$ cat config.mk
export PLATFORM = sky130hd
export DESIGN_NAME = timer
export DESIGN_NICKNAME = d
export VERILOG_FILES = /design/src/rtl/timer.sv
export SDC_FILE = /design/constraint.sdc
export NUM_CORES = 1
export LEC_CHECK = 0
export CAP_MARGIN = 0
export CORE_MARGIN = 2
export CORE_UTILIZATION = 49
export DETAILED_ROUTE_END_ITERATION = 8
export GPL_ROUTABILITY_DRIVEN = 0
export PLACE_DENSITY = 0.77
export SYNTH_ARGS = -nofsm -noshare
export SYNTH_HDL_FRONTEND = slang
export SYNTH_SLANG_ARGS = --single-unit
$ cat constraint.sdc
create_clock -name clk -period 2.3 [get_ports clk]
set_input_delay 0.69 -clock clk [delete_from_list [all_inputs] [get_ports clk]]
set_output_delay 0.69 -clock clk [all_outputs]
set_load 0.03 [all_outputs]
$ cat src/rtl/timer.sv
`default_nettype none
// ============================================================================
//  Module   : timer
//  Purpose  : Memory-mapped 32-bit timer/counter for data-bus slot 0x6.
//             A prescaled up-counter with compare match (one-shot or
//             periodic), overflow detection and a level interrupt.
//  Revision : 1.0 - initial release
// ----------------------------------------------------------------------------
//  Parameters
//    PRE_W   : prescaler width in bits (1..23, PRE lives in CTRL[8+PRE_W-1:8])
//    CMP_RST : reset value of COMPARE
//  Ports
//    clk     : memory clock
//    rst     : synchronous active-high reset
//    dcs     : chip-select for this slot
//    drd     : read strobe
//    dwe     : write strobe
//    dwst    : byte-lane write enables, bit n gates din[8n+7:8n]
//    dadrs   : address, only dadrs[4:2] decoded
//    din     : write data
//    dout    : registered read data, holds until the next read
//    irq     : level interrupt = IE & (MATCH | OVF)
//    pwm     : registered PWM output (only when TIMER_PWM_EN is defined)
//  Register map (offset = dadrs[4:2]*4)
//    0x00 COUNT, 0x04 COMPARE, 0x08 CTRL {PRE, IE, PERIODIC, EN},
//    0x0C STATUS {OVF, MATCH} write-1-to-clear, 0x10 DUTY (PWM build only)
//  Build option
//    TIMER_PWM_EN : adds the DUTY register and the pwm output
// ============================================================================
module timer #(
    parameter int          PRE_W   = 8,
    parameter logic [31:0] CMP_RST = 32'hFFFF_FFFF
) (
    input  logic        clk,
    input  logic        rst,
    input  logic        dcs,
    input  logic        drd,
    input  logic        dwe,
    input  logic [3:0]  dwst,
    input  logic [31:0] dadrs,
    input  logic [31:0] din,
    output logic [31:0] dout,
    output logic        irq
`ifdef TIMER_PWM_EN
    ,
    output logic        pwm
`endif
);

    localparam logic [2:0] c_ADR_COUNT   = 3'd0;
    localparam logic [2:0] c_ADR_COMPARE = 3'd1;
    localparam logic [2:0] c_ADR_CTRL    = 3'd2;
    localparam logic [2:0] c_ADR_STATUS  = 3'd3;
    localparam logic [2:0] c_ADR_DUTY    = 3'd4;

    // Byte-lane merge of write data into an existing register value.
    function automatic logic [31:0] f_merge(input logic [31:0] old_v,
                                            input logic [31:0] new_v,
                                            input logic [3:0]  be);
        logic [31:0] v;
        v = old_v;
        for (int i = 0; i < 4; i++) begin
            if (be[i]) v[8*i +: 8] = new_v[8*i +: 8];
        end
        return v;
    endfunction

    logic [31:0]      r_count;
    logic [31:0]      r_compare;
    logic             r_en;
    logic             r_periodic;
    logic             r_ie;
    logic [PRE_W-1:0] r_pre;
    logic [PRE_W-1:0] r_pcnt;
    logic             r_match;
    logic             r_ovf;
    logic [31:0]      r_dout;
    logic [31:0]      r_duty;
    logic             r_pwm;

    logic [2:0]  w_sel;
    logic        w_wr;
    logic        w_wr_count;
    logic        w_wr_compare;
    logic        w_wr_ctrl;
    logic        w_wr_status;
    logic        w_wr_duty;
    logic        w_tick;
    logic        w_hit;
    logic        w_tick_eval;
    logic        w_set_match;
    logic        w_set_ovf;
    logic        w_clr_match;
    logic        w_clr_ovf;
    logic [31:0] w_ctrl_rd;
    logic [31:0] w_ctrl_wr;
    logic [31:0] w_rdata;
    logic        w_unused_bits;

    assign w_sel        = dadrs[4:2];
    assign w_wr         = dcs & dwe;
    assign w_wr_count   = w_wr & (w_sel == c_ADR_COUNT);
    assign w_wr_compare = w_wr & (w_sel == c_ADR_COMPARE);
    assign w_wr_ctrl    = w_wr & (w_sel == c_ADR_CTRL);
    assign w_wr_status  = w_wr & (w_sel == c_ADR_STATUS);
`ifdef TIMER_PWM_EN
    assign w_wr_duty    = w_wr & (w_sel == c_ADR_DUTY);
`else
    assign w_wr_duty    = 1'b0;
`endif

    // A tick fires on the cycle the prescaler reaches PRE. If new PRE is
    // below the current pcnt, pcnt keeps counting and wraps through 2^PRE_W.
    assign w_tick      = r_en & (r_pcnt == r_pre);
    assign w_hit       = (r_count == r_compare);
    // A software COUNT write in the same cycle suppresses all tick effects.
    assign w_tick_eval = w_tick & ~w_wr_count;
    assign w_set_match = w_tick_eval & w_hit;
    assign w_set_ovf   = w_tick_eval & ~w_hit & (&r_count);
    assign w_clr_match = w_wr_status & dwst[0] & din[0];
    assign w_clr_ovf   = w_wr_status & dwst[0] & din[1];

    always_comb begin
        w_ctrl_rd               = '0;
        w_ctrl_rd[0]            = r_en;
        w_ctrl_rd[1]            = r_periodic;
        w_ctrl_rd[2]            = r_ie;
        w_ctrl_rd[8 +: PRE_W]   = r_pre;
    end

    assign w_ctrl_wr = f_merge(w_ctrl_rd, din, dwst);

    always_comb begin
        w_rdata = '0;
        case (w_sel)
            c_ADR_COUNT:   w_rdata = r_count;
            c_ADR_COMPARE: w_rdata = r_compare;
            c_ADR_CTRL:    w_rdata = w_ctrl_rd;
            c_ADR_STATUS:  w_rdata = {30'd0, r_ovf, r_match};
`ifdef TIMER_PWM_EN
            c_ADR_DUTY:    w_rdata = r_duty;
`endif
            default:       w_rdata = '0;
        endcase
    end

    always_ff @(posedge clk) begin
        if (rst) begin
            r_count    <= '0;
            r_compare  <= CMP_RST;
            r_en       <= 1'b0;
            r_periodic <= 1'b0;
            r_ie       <= 1'b0;
            r_pre      <= '0;
            r_pcnt     <= '0;
            r_match    <= 1'b0;
            r_ovf      <= 1'b0;
            r_dout     <= '0;
            r_duty     <= '0;
            r_pwm      <= 1'b0;
        end else begin
            // Prescaler
            if (!r_en || w_tick) begin
                r_pcnt <= '0;
            end else begin
                r_pcnt <= r_pcnt + PRE_W'(1);
            end

            // Counter
            if (w_wr_count) begin
                r_count <= f_merge(r_count, din, dwst);
            end else if (w_tick) begin
                if (w_hit) begin
                    if (r_periodic) r_count <= '0;
                end else begin
                    r_count <= r_count + 32'd1;
                end
            end

            if (w_wr_compare) r_compare <= f_merge(r_compare, din, dwst);

            if (w_wr_ctrl) begin
                r_en       <= w_ctrl_wr[0];
                r_periodic <= w_ctrl_wr[1];
                r_ie       <= w_ctrl_wr[2];
                r_pre      <= w_ctrl_wr[8 +: PRE_W];
            end
            // One-shot completion stops the timer; overrides a same-cycle CTRL write.
            if (w_set_match && !r_periodic) r_en <= 1'b0;

            // Hardware set takes priority over a simultaneous write-1-to-clear.
            r_match <= w_set_match | (r_match & ~w_clr_match);
            r_ovf   <= w_set_ovf   | (r_ovf   & ~w_clr_ovf);

            if (dcs && drd) r_dout <= w_rdata;

            if (w_wr_duty) r_duty <= f_merge(r_duty, din, dwst);
            r_pwm <= r_en & (r_count < r_duty);
        end
    end

    assign dout = r_dout;
    assign irq  = r_ie & (r_match | r_ovf);
`ifdef TIMER_PWM_EN
    assign pwm  = r_pwm;
    assign w_unused_bits = ^{dadrs[31:5], dadrs[1:0], w_ctrl_wr[7:3],
                             w_ctrl_wr[31:8+PRE_W]};
`else
    assign w_unused_bits = ^{dadrs[31:5], dadrs[1:0], w_ctrl_wr[7:3],
                             w_ctrl_wr[31:8+PRE_W], r_duty, r_pwm, c_ADR_DUTY};
`endif

endmodule
`default_nettype wire

# Yosys cells after proc, flatten, opt, wreduce, memory -nomap -nowiden
# Cells that the tools add are included.
[totals] regBits=117 latchBits=0 mem_bits_rw=0 mem_bits_ro=0 output_inout_bits=33 wordCells=80 memories=0
[classes] add_sub_neg=2 n_mul=0 n_div=0 order_cmp=0 eq_ne=10 shift=0 n_mux=9 n_bitwise=23 n_reduce_logical=20
[ops] cell="two-way mux 32 bit" count=4
[ops] cell="case mux 32 bit (4 select lines)" count=1
[ops] cell="adder 32 x 1 -> 32 bit, second input constant" count=1
[ops] cell="== test 32 bit" count=1
[ops] cell="two-way mux 8 bit" count=4
[ops] cell="AND reduction 32 bit" count=1
[ops] cell="AND 1 bit" count=16
[ops] cell="AND reduction 2 bit" count=6
[ops] cell="AND reduction 3 bit" count=4
[ops] cell="adder 8 x 1 -> 8 bit, second input constant" count=1
[ops] cell="== test 8 bit" count=1
[ops] cell="inequality test 2 bit, second input constant" count=4
[ops] cell="== test 3 x 2 -> 1 bit, second input constant" count=2
[ops] cell="NOT 1 bit" count=4
[ops] cell="OR reduction 2 bit" count=2
[ops] cell="== test 3 x 1 -> 1 bit, second input constant" count=1
[ops] cell="logical NOT 3 bit" count=1
[ops] cell="inequality test 3 bit, second input constant" count=1
[ops] cell="OR 1 bit" count=3
[ops] cell="logical AND 1 bit" count=2
[ops] cell="logical NOT 1 bit" count=2
[ops] cell="nonzero test 2 bit" count=1
[ops] cell="logical OR 1 bit" count=1

# Logic depth before layout (Yosys ltp)
# Gate-level depths: netlist of the first run.
[depth] depth_word=7 ltp_mapped=10 mapped_depth_nobuf=7

# Worst setup path after synthesis of the first run
# OpenSTA, ideal clock, no wires.
[synth_path] path_type="input -> register" startpoint="input dadrs[2]" endpoint="register r_count[14]" arrival_ns=2.335 required_time_ns=2.168 setup_slack_ns=-0.167 cell_stages=10 n_path_buf=4 path_cell_list="buf_2 -> nor3_2 -> and2_1 -> buf_2 -> nor4b_2 -> o31a_1 -> buf_4 -> buf_2 -> a2bb2oi_1 -> o32ai_1"
[synth_via] elab_chain_len=4 word_cells_on_any_way=7 classes_between="eq/ne: 2; mux: 1; bitwise: 1; reduce/logical: 3"
[synth_lines] item="start: declaration" line="40" source="input logic [31:0] dadrs,"
[synth_lines] item="logical NOT 3 bit *" line="102" source="assign w_wr_count = w_wr & (w_sel == c_ADR_COUNT);"
[synth_lines] item="AND 1 bit *" line="102"
[synth_lines] item="inequality test 3 bit (no line), or another cell as far along"
[synth_lines] item="AND reduction 3 bit (no line)"
[synth_lines] item="end signal: assignment" line="171" source="r_count <= f_merge(r_count, din, dwst);"
[synth_lines] item="end signal: assignment" line="176" source="r_count <= r_count + 32'd1;"
[synth_lines] item="end: declaration" line="68" source="logic [31:0] r_count;"
# Mark *: on every way between the ends. The rest lies on a longest branch, timed or not.
# A chain may end at the register's enable or synchronous reset.

# Final worst setup path of the first run
[layout_path] startpoint="register r_count[18]" endpoint="register r_count[0]"
[layout_via] elab_chain_len=4 word_cells_on_any_way=6 classes_between="eq/ne: 2; mux: 3; reduce/logical: 1"
[layout_lines] item="== test 32 bit *" line="115" source="assign w_hit = (r_count == r_compare);"
[layout_lines] item="two-way mux 32 bit" line="173" source="if (w_hit) begin"
[layout_lines] item="two-way mux 32 bit" line="172" source="end else if (w_tick) begin"
[layout_lines] item="two-way mux 32 bit" line="170" source="if (w_wr_count) begin"
# Mark *: on every way between the ends. The rest lies on a longest branch, timed or not. The select of a mux whose other input is x is not followed.

==> metrics.txt, run 1 <==
synth unique cells=61; CP peak stage delay=0.40 ns; top area cells in the synthesized netlist=dfxtp_1 (37%), mux2i_1 (8.0%), xor2_1 (5.4%); buffer depth of the longest clock path=2; Routed Antenna Nets=0; Setup Skew=0.0115 ns; clock slew at reported path FFs=0.06 ns; min Tclk post-route=2.53 ns; Tightest Hold Check Type=reg -> reg; register area share after synthesis=37.3%; worst-path fanout max=6; GR Util All Layers=31.1%; final hold violations=0; port bufs=76; setup slack, reg-to-reg=-0.23 ns; number of synthesized flops with an enable pin=0; CP top delay family=buffers and inverters; status=finished with violations; total congestion overflow=0; final setup vio count=24; most frequent cell after synthesis=dfxtp_1; unrepaired setup endpoints after global routing=yes; total number of vias=6869; hpwl dp=14.3 mm; async set-reset flop share out of synthesis=0%; Worst EP arrival=2.82 ns; hold_buf cts=0; share of cells above drive strength 1=28.0%; Worst Path Required=2.60 ns; CP cell instances=xor2_1 > nor4_4 > buf_4 > nand4_4 > buf_4 > o21ai_0 > buf_4 > buf_4 > a2bb2oi_1 > a21oi_1; die span in y=117 um; Clock Latency Late Sink=0.43 ns; Total Nets Final=965; Critical Path Sink Type=register; initial antenna violation count=0; Startpoint Class=register; TNS Setup=-1.78 ns; average size of a mapped cell=8.70 um2; WP buf/inv=4; vias in the first global route=6483; DR WL/cell=21.7 um; die width=117 um; leak pwr=0.00366 uW; TritonCTS buffer count=17; 1st-iter DRT viols=1130; CP most frequent cell=buf_4; Syn Inst Count=722; fin. max-slew vios=0; Synthesized Nets=797; Max Cap Viol=0; Synth area leader=dfxtp_1; Synth Register Bits=117; Total Wirelength=23.3 mm; total clock sinks=117; maximum VDD drop=0.443 mV; first drt pass iteration count=6; Synth top area share=37.3%; I/O pin count=106; vias per inst=6.40; CTS root buf=clkbuf_16; failing checks=negative setup slack; relative slew slack=52.1%; DRC=0; fin crit share=110%; Synth top cells by count=dfxtp_1 (117), nand2_1 (90), nor2_1 (70); core area=12600 um2; Layout area overhead=46.4%; Synth Cell Area=6280 um2; fmax=396 MHz; Fin Hold WS=0.490 ns; Synth Warn #=0; first-pass GRT wire length=32.8 mm; PD cells=621 nW/um2; final setup margin=-0.227 ns; CTS tree=done; worst slew pin tran=0.716 ns; main flop type after synthesis=dfxtp_1; CTS H-tree depth=4; initial core utilization=50.0%; FP Rows=41; pin count of the biggest net entering global routing=70; slowest CP cell=dfxtp_1; die area=13700 um2; Antenna diodes=0; critical path class=reg -> reg
final timing paths:
kind / startpoint / endpoint / cells past startpoint
min: r_ovf$_SDFF_PP0_ / r_ovf$_SDFF_PP0_ / 2
max reg2reg: r_count[18]$_SDFFE_PP0P_ / r_count[0]$_SDFFE_PP0P_ / 10
max: r_count[18]$_SDFFE_PP0P_ / r_count[0]$_SDFFE_PP0P_ / 10
min reg2reg: r_ovf$_SDFF_PP0_ / r_ovf$_SDFF_PP0_ / 2
layout by cell type (no fill, tap or decap), types with 13 or more instances in the layout:
cell	netlist	routed
nand3_1	14	13
nor2_1	70	67
xnor2_1	18	18
and3_1	14	14
xor2_1	39	30
clkbuf_16	0	17
mux2i_1	50	50
dfxtp_1	117	106
clkdlybuf4s50_1	0	72
a221oi_1	21	21
a22oi_1	27	27
buf_4	5	119
nand2_1	90	88
nor3_1	29	28
logic make-up (layout without fill, tap and decap cells):
kind of cell,after synthesis,count (layout),synth area share (%)
AOI/OAI and AO/OA,138,139,17.1
and+or+nand+nor,284,284,22.9
buffers and inverters,71,249,5.44
DFF,117,117,37.3
xor gates and xnor gates,58,58,8.21
adders and majority gates,2,2,0.399
muxes,52,52,8.69
report_power, final:
part	switching, uW	internal, uW	total, uW
logic	295	231	527
clock network	936	2150	3090
registers	27.6	2060	2090
total	1260	4440	5700
metal layers:
| metal | GRT usage [%] | part of all wire [%] | vias to the layer above |
|---|---|---|---|
| met1 | 38.2 | 38 | 3219 |
| met5 | 0 | 0 | - |
| met3 | 7.62 | 9.0 | 157 |
| met4 | 16.0 | 6.5 | 0 |
| met2 | 50.8 | 47 | 548 |
| li1 | - | - | 2945 |
worst reg2reg max path, cell delays in order (launching register included):
cell       delay, ns
dfxtp_1         0.40
xor2_1          0.15
nor4_4          0.35
buf_4           0.19
nand4_4         0.12
buf_4           0.21
o21ai_0         0.31
buf_4           0.23
buf_4           0.12
a2bb2oi_1       0.20
a21oi_1         0.12
state kept, by name, summed over array words and instances (netlist names), 8 cells and up:
| name | flops |
|---|---|
| r_pre | 8 |
| r_count | 32 |
| r_compare | 32 |
| r_pcnt | 8 |
| dout | 32 |
cell type report:
type	count	area, um2
well taps	172	215
inverters	8	30.0
clock inverters	10	228
clock buffers	20	447
repair buffers	211	1870
flip-flops and latches	117	2360
fillers	785	3380
multi-input cells	535	4040
metrics by stage:
| step | instance area (um2) | util, % | total power (uW) | cells | worst slack [ns] |
|---|---|---|---|---|---|
| after floorplan | 6300 | - | 2370 | 722 | 0.00422 |
| after global placement | 7850 | 62.4 | 2600 | 1020 | -0.497 |
| after global routing | 9190 | 73.1 | 5830 | 1073 | -0.248 |
| after CTS | 8710 | 69.3 | 5670 | 1060 | -0.0187 |
| after detailed placement | 7850 | 62.4 | 2610 | 1020 | -0.613 |
| final | 9190 | 73.1 | 5700 | 1073 | -0.227 |
repair_timing:
action                                  in CTS  in global routing
endpoints found under the setup margin      29                 38
gates resized for setup                     28                 72
cloned                                       2                  0
pin swaps                                   13                 27
buffers inserted                             9                 13
No activity file was read; power rests on OpenSTA's default activity.
==> inputs of run 2 (changes only) <==
- CORE_MARGIN: 2 -> unset
==> run 2 against run 1 <==
Cell area is 5.3% lower; register-to-register slack better by 0.17 ns; the run still ends with negative setup slack left; die area is 3.4% lower; critical path type unchanged; clock skew is 0.0029 ns lower; fmax is 7.0% higher; clock-buffer cell count is 7 higher; largest cell class unchanged; routed wire length is 12% lower; sequential share of layout area is 1.3 points higher.
==> metrics.txt, run 2 (synthesized netlist as in run 1, its figures left out) <==
status=finished with violations (unchanged); failing checks=negative setup slack (unchanged); final hold violations=0 (unchanged); die span in y=115 um (was 117 um); Critical Path Sink Type=register (unchanged); worst slew pin tran=0.739 ns (was 0.716 ns); leak pwr=0.00349 uW (was 0.00366 uW); critical path class=reg -> reg (unchanged); Int Pwr=3960 uW (was 4440 uW); Layout area overhead=38.6% (was 46.4%); setup slack, reg-to-reg=-0.06 ns (was -0.23 ns); Finished Layout Cells=1046 (was 1073); Routed Antenna Nets=0 (unchanged); vias per inst=6.26 (was 6.40); Finished Cell Area=8700 um2 (was 9190 um2); total clock sinks=117 (unchanged); total congestion overflow=0 (unchanged); combinational share of power=9.7% (was 9.2%); min Tclk post-route=2.36 ns (was 2.53 ns); Setup Skew=0.00861 ns (was 0.0115 ns); Worst EP arrival=2.67 ns (was 2.82 ns); CP cell instances=buf_6 > xor2_4 > nor4_4 > nand4_2 > buf_4 > or4_4 > and2_4 > a32o_1 (was xor2_1 > nor4_4 > buf_4 > nand4_4 > buf_4 > o21ai_0 > buf_4 > buf_4 > a2bb2oi_1 > a21oi_1); fmax=423 MHz (was 396 MHz); Clock Latency Late Sink=0.43 ns (about the same); die area=13300 um2 (was 13700 um2); Tot Pwr=5140 uW (was 5700 uW); register area=2350 um2 (was 2360 um2); CP peak stage delay=0.51 ns (was 0.40 ns); hold_buf cts=0 (unchanged); area of the multi-input gates=3860 um2 (was 4040 um2); Antenna diodes=0 (unchanged); 1st-iter DRT viols=820 (was 1130); worst hold path depth=2 (unchanged); Total Wirelength=20.6 mm (was 23.3 mm); FP Rows=40 (was 41); TritonCTS buffer count=17 (unchanged); Startpoint Class=register (unchanged); initial core utilization=51.2% (was 50.0%); slowest CP cell=or4_4 (was dfxtp_1); Worst Hold Path EP=r_match$_SDFF_PP0_ (was r_ovf$_SDFF_PP0_); CTS H-tree depth=4 (unchanged); buffer depth of the longest clock path=2 (unchanged); relative slew slack=50.6% (was 52.1%); total number of vias=6546 (was 6869); DR WL/cell=19.7 um (was 21.7 um); first drt pass iteration count=6 (unchanged); RR Startpoint=r_count[0]$_SDFFE_PP0P_ (was r_count[18]$_SDFFE_PP0P_); worst hold start=r_match$_SDFF_PP0_ (was r_ovf$_SDFF_PP0_); worst-path fanout max=6 (unchanged); fillers=860 (was 785); final setup margin=-0.0618 ns (was -0.227 ns); Worst Path Required=2.61 ns (was 2.60 ns); Total Nets Final=941 (was 965); sw frac=23.0% (was 22.1%); R2R Path End=r_count[27]$_SDFFE_PP0P_ (was r_count[0]$_SDFFE_PP0P_); placed inst area=7730 um2 (was 7850 um2); initial antenna violation count=0 (unchanged); fin crit share=103% (was 110%); DRC=0 (unchanged); die width=115 um (was 117 um); CTS tree=done (unchanged); core area=12300 um2 (was 12600 um2); GR Util All Layers=30.7% (was 31.1%); R2R cell count=8 (was 10); port bufs=76 (unchanged); vias in the first global route=6188 (was 6483); NetSw=1180 uW (was 1260 uW); unrepaired setup endpoints after global routing=yes (unchanged); CTS root buf=clkbuf_16 (unchanged); fin. max-slew vios=0 (unchanged); clock power share=49.6% (was 54.1%); DP Cell Count=1000 (was 1020); leading cell types in the layout, fill and taps excluded=dfxtp_1 (111), buf_4 (101), nand2_1 (89), clkdlybuf4s50_1 (69), nor2_1 (68) (was buf_4 (119), dfxtp_1 (106), nand2_1 (88), clkdlybuf4s50_1 (72), nor2_1 (67)); commonest non-fill, non-tap cell in the layout=dfxtp_1 (was buf_4); clock slew at reported path FFs=0.05 ns (was 0.06 ns); first-pass GRT wire length=31.1 mm (was 32.8 mm); Max Cap Viol=0 (unchanged); Tightest Hold Check Type=reg -> reg (unchanged); final setup vio count=9 (was 24); I/O pin count=106 (unchanged); PD cells=591 nW/um2 (was 621 nW/um2); share of cells above drive strength 1=22.8% (was 28.0%); hpwl dp=13.6 mm (was 14.3 mm); maximum VDD drop=0.460 mV (was 0.443 mV); Sequential Power Share=40.7% (was 36.7%); TNS Setup=-0.311 ns (was -1.78 ns); DP Worst Slack=-0.484 ns (was -0.613 ns); pin count of the biggest net entering global routing=70 (unchanged)
## run 2: cell types whose count changed in the layout (fill, tap and decap cells not counted), moves of 4 or more
cell	before	now
buf_4	119	101
xor2_1	30	37
xor2_2	9	2
a21oi_1	4	9
a21oi_2	6	1
bufinv_16	7	2
clkbuf_1	2	7
dfxtp_1	106	111
dlymetal6s2s_1	2	6
## run 2: worst max-delay path: cells and delay by family, from the launching register on
family / cells / cell delay (ns)
flip-flops: 1 / 0.35
buffers and inverters: 2 / 0.32
AND/OR/NAND/NOR: 4 / 1.18
XOR/XNOR: 1 / 0.16
AO/OA/AOI/OAI: 1 / 0.25
## run 2: worst max-delay path by stage
stage / startpoint / endpoint
3_5_place_dp: dcs / r_count[18]$_SDFFE_PP0P_
6_report: r_count[0]$_SDFFE_PP0P_ / r_count[27]$_SDFFE_PP0P_
4_1_cts: dcs / r_count[18]$_SDFFE_PP0P_
5_1_grt: r_pcnt[2]$_SDFF_PP0_ / r_count[13]$_SDFFE_PP0P_
2_1_floorplan: dadrs[2] / r_count[29]$_SDFFE_PP0P_
3_3_place_gp: dcs / r_count[18]$_SDFFE_PP0P_
## run 2: repair_timing
item,in CTS,in global routing
endpoints found under the setup margin,17,33
endpoints found under the hold margin,0,0
buffers inserted,2,13
gates resized for setup,3,59
pin swaps,6,15
## run 2: cell type report
type / count / share of cell area, %
repair buffers: 188 / 19.4
flip-flops and latches: 117 / 27.0
clock buffers: 27 / 5.66
multi-input cells: 534 / 44.3
inverters: 8 / 0.345
clock inverters: 4 / 0.805
well taps: 168 / 2.42
## run 2: metal layers
metal	GRT usage, %	up-vias	share of wire [%]
met2	48.8	458	47
li1	-	2912	-
met5	0	-	0
met1	39.0	3074	40
met3	6.27	102	8.7
met4	17.2	0	4.8
## run 2: power groups by stage
| stage | combinational [uW] | clock [uW] | sequential, uW |
|---|---|---|---|
| final | 499 | 2550 | 2090 |
| after global routing | 528 | 2670 | 2090 |
| after CTS | 475 | 2570 | 2090 |
| after detailed placement | 472 | 0 | 2130 |
| after global placement | 467 | 0 | 2130 |
| after floorplan | 189 | 0 | 2180 |
## run 2: through the flow
| step | util, % | hold WS (ns) |
|---|---|---|
| after CTS | 67.9 | 0.473 |
| after floorplan | - | 0.442 |
| after detailed placement | 63.1 | 0.466 |
| after global placement | 63.1 | 0.460 |
| final | 71.0 | 0.476 |
| after global routing | 71.0 | 0.508 |
==> inputs of run 3 (changes only) <==
- CORE_UTILIZATION: 49 -> 55
- CTS_BUF_LIST: unset -> sky130_fd_sc_hd__clkbuf_8
- PLACE_DENSITY: 0.77 -> 0.82
- clock period: 2.3 -> 2.47 ns (I/O delays scaled with it)
==> run 3 against run 2 <==
The flow now finishes without violations; non-clock buffer count decreased by 28; clock power down 17%; power decreased by 12%; global-route usage up 3.8 points; setup slack better by 0.064 ns; die area decreased by 11%; sequential share of layout area rose by 1.9 points; critical endpoint is now r_count[28]$_SDFFE_PP0P_; largest power group unchanged.
==> metrics.txt, run 3 (synthesized netlist as in run 1, its figures left out) <==
vias per inst=6.37 (was 6.26); share of cells above drive strength 1=18.1% (was 22.8%); fin crit share=99.9% (was 103%); WP buf/inv=0 (was 2); fillers=751 (was 860); CP Launch Point=r_count[0]$_SDFFE_PP0P_ (unchanged); initial antenna violation count=1 (was 0); Worst EP arrival=2.83 ns (was 2.67 ns); unrepaired setup endpoints after global routing=yes (unchanged); TritonCTS buffer count=17 (unchanged); hpwl dp=13.7 mm (was 13.6 mm); worst-path fanout max=5 (was 6); maximum VDD drop=0.557 mV (was 0.460 mV); DP Worst Slack=-0.389 ns (was -0.484 ns); commonest non-fill, non-tap cell in the layout=dfxtp_1 (unchanged); Worst Path Required=2.83 ns (was 2.61 ns); Int Pwr=3460 uW (was 3960 uW); total number of vias=6295 (was 6546); total congestion overflow=0 (unchanged); Critical Path Sink Type=register (unchanged); fin. max-slew vios=0 (unchanged); pin count of the biggest net entering global routing=70 (unchanged); fmax=405 MHz (was 423 MHz); min Tclk post-route=2.47 ns (was 2.36 ns); Routed Antenna Nets=0 (unchanged); leak pwr=0.00318 uW (was 0.00349 uW); Clock Latency Late Sink=0.46 ns (was 0.43 ns); I/O pin count=106 (unchanged); 1st-iter DRT viols=692 (was 820); CTS root buf=clkbuf_8 (was clkbuf_16); Finished Layout Cells=989 (was 1046); clock slew at reported path FFs=0.07 ns (was 0.05 ns); Finished Cell Area=8140 um2 (was 8700 um2); TNS Setup=0 ns (was -0.311 ns); total clock sinks=117 (unchanged); CP peak stage delay=0.61 ns (was 0.51 ns); die area=11800 um2 (was 13300 um2); FP Rows=38 (was 40); CTS tree=done (unchanged); first drt pass iteration count=6 (unchanged); status=finished clean (was finished with violations); sw frac=23.4% (was 23.0%); DP Cell Count=955 (was 1000); RR Startpoint=r_count[0]$_SDFFE_PP0P_ (unchanged); slowest CP cell=or4_4 (unchanged); buffer depth of the longest clock path=2 (unchanged); final hold violations=0 (unchanged); Max Cap Viol=0 (unchanged); Startpoint Class=register (unchanged); relative slew slack=49.0% (was 50.6%); core area=11000 um2 (was 12300 um2); NetSw=1060 uW (was 1180 uW); worst hold start=dout[19]$_SDFFE_PP0P_ (was r_match$_SDFF_PP0_); initial core utilization=57.2% (was 51.2%); final setup vio count=0 (was 9); critical path class=reg -> reg (unchanged); placed inst area=7570 um2 (was 7730 um2); Tightest Hold Check Type=reg -> reg (unchanged); Total Nets Final=913 (was 941); Sequential Power Share=43.1% (was 40.7%); PD cells=555 nW/um2 (was 591 nW/um2); die width=109 um (was 115 um); first-pass GRT wire length=30.9 mm (was 31.1 mm); combinational share of power=10.1% (was 9.7%); final core utilization=74.1% (was 71.0%); DR WL/cell=20.1 um (was 19.7 um); vias in the first global route=6077 (was 6188); clock power share=46.8% (was 49.6%); CP cell instances=ha_4 > nand4_1 > or4_4 > nor3_4 > nand2_2 > o41a_1 > o32ai_2 (was buf_6 > xor2_4 > nor4_4 > nand4_2 > buf_4 > or4_4 > and2_4 > a32o_1); worst slew pin tran=0.763 ns (was 0.739 ns); area of the multi-input gates=3670 um2 (was 3860 um2); GR Util All Layers=34.6% (was 30.7%); CTS H-tree depth=4 (unchanged); Layout area overhead=29.7% (was 38.6%); die span in y=109 um (was 115 um); Antenna diodes=0 (unchanged); DRC=0 (unchanged); Setup Skew=0.0100 ns (was 0.00861 ns); register area=2350 um2 (about the same); final setup margin=0.00167 ns (was -0.0618 ns); port bufs=76 (unchanged); CP top delay family=simple AND/OR/NAND/NOR gates (unchanged); leading cell types in the layout, fill and taps excluded=dfxtp_1 (109), nand2_1 (89), buf_4 (78), clkdlybuf4s50_1 (74), nor2_1 (69) (was dfxtp_1 (111), buf_4 (101), nand2_1 (89), clkdlybuf4s50_1 (69), nor2_1 (68)); Total Wirelength=19.9 mm (was 20.6 mm)
[run 3: cell types whose count changed in the layout (fill, tap and decap cells not counted), moves of 3 or more]
cell             previous run  this run
clkbuf_1                    7         0
dlymetal6s2s_1              6         1
o32ai_1                     7        11
bufinv_16                   2         6
o31ai_1                     4         8
clkdlybuf4s50_1            69        74
clkbuf_8                    3        19
buf_4                     101        78
a211oi_2                    3         0
o32ai_2                     6         2
buf_6                       7         2
a211oi_1                    6         9
clkbuf_16                  17         0
clkinv_2                    2         5
[run 3: area by class of cell]
cell class,count,area share [%]
Tap cell,140,2.15
Inverter,8,0.369
Clock inverter,11,2.52
Clock buffer,19,3.21
Multi-Input combinational cell,534,45.1
Timing Repair Buffer,160,17.8
Sequential cell,117,28.9
[run 3: stage by stage]
stage               hold WS [ns]  power (uW)
detailed placement         0.466        2430
global route               0.521        4650
CTS                        0.484        4510
finish                     0.500        4520
floorplan                  0.442        2200
global placement           0.460        2420
[run 3: worst register-to-register path, cell delays in order (launching register included)]
cell and delay [ns]:
dfxtp_4 0.39, ha_4 0.14, nand4_1 0.18, or4_4 0.62, nor3_4 0.32, nand2_2 0.10, o41a_1 0.34, o32ai_2 0.28
[run 3: metal layers]
metal | share of wire (%) | global-route usage [%] | vias up
met4 | 4.1 | 19.1 | 0
li1 | - | - | 2850
met2 | 47 | 54.7 | 344
met1 | 40 | 42.2 | 3026
met5 | 0 | 0 | -
met3 | 9.3 | 9.80 | 75
[run 3: path summary, 6_finish.rpt]
check	endpoint	slack (ns)	depth (start not counted)
worst min-delay path	dout[19]$_SDFFE_PP0P_	0.50	2
worst min register to register	dout[19]$_SDFFE_PP0P_	0.50	2
worst max-delay path	r_count[28]$_SDFFE_PP0P_	0.002	7
worst max register to register	r_count[28]$_SDFFE_PP0P_	0.002	7
[run 3: power by group through the flow]
stage | Sequential [uW] | Clock [uW] | Combinational [uW]
6_report | 1950 | 2120 | 456
5_1_grt | 1950 | 2220 | 482
4_1_cts | 1950 | 2120 | 446
3_5_place_dp | 1990 | 0 | 442
3_3_place_gp | 1990 | 0 | 434
2_1_floorplan | 2030 | 0 | 175
[run 3: timing repair]
action                                  4_1_cts  5_1_grt
pin swaps                                     1        7
endpoints found under the setup margin        8       27
hold buffers                                  0        0
cloned                                        0        0
setup buffers                                 0        4
gates resized for setup                       2       19
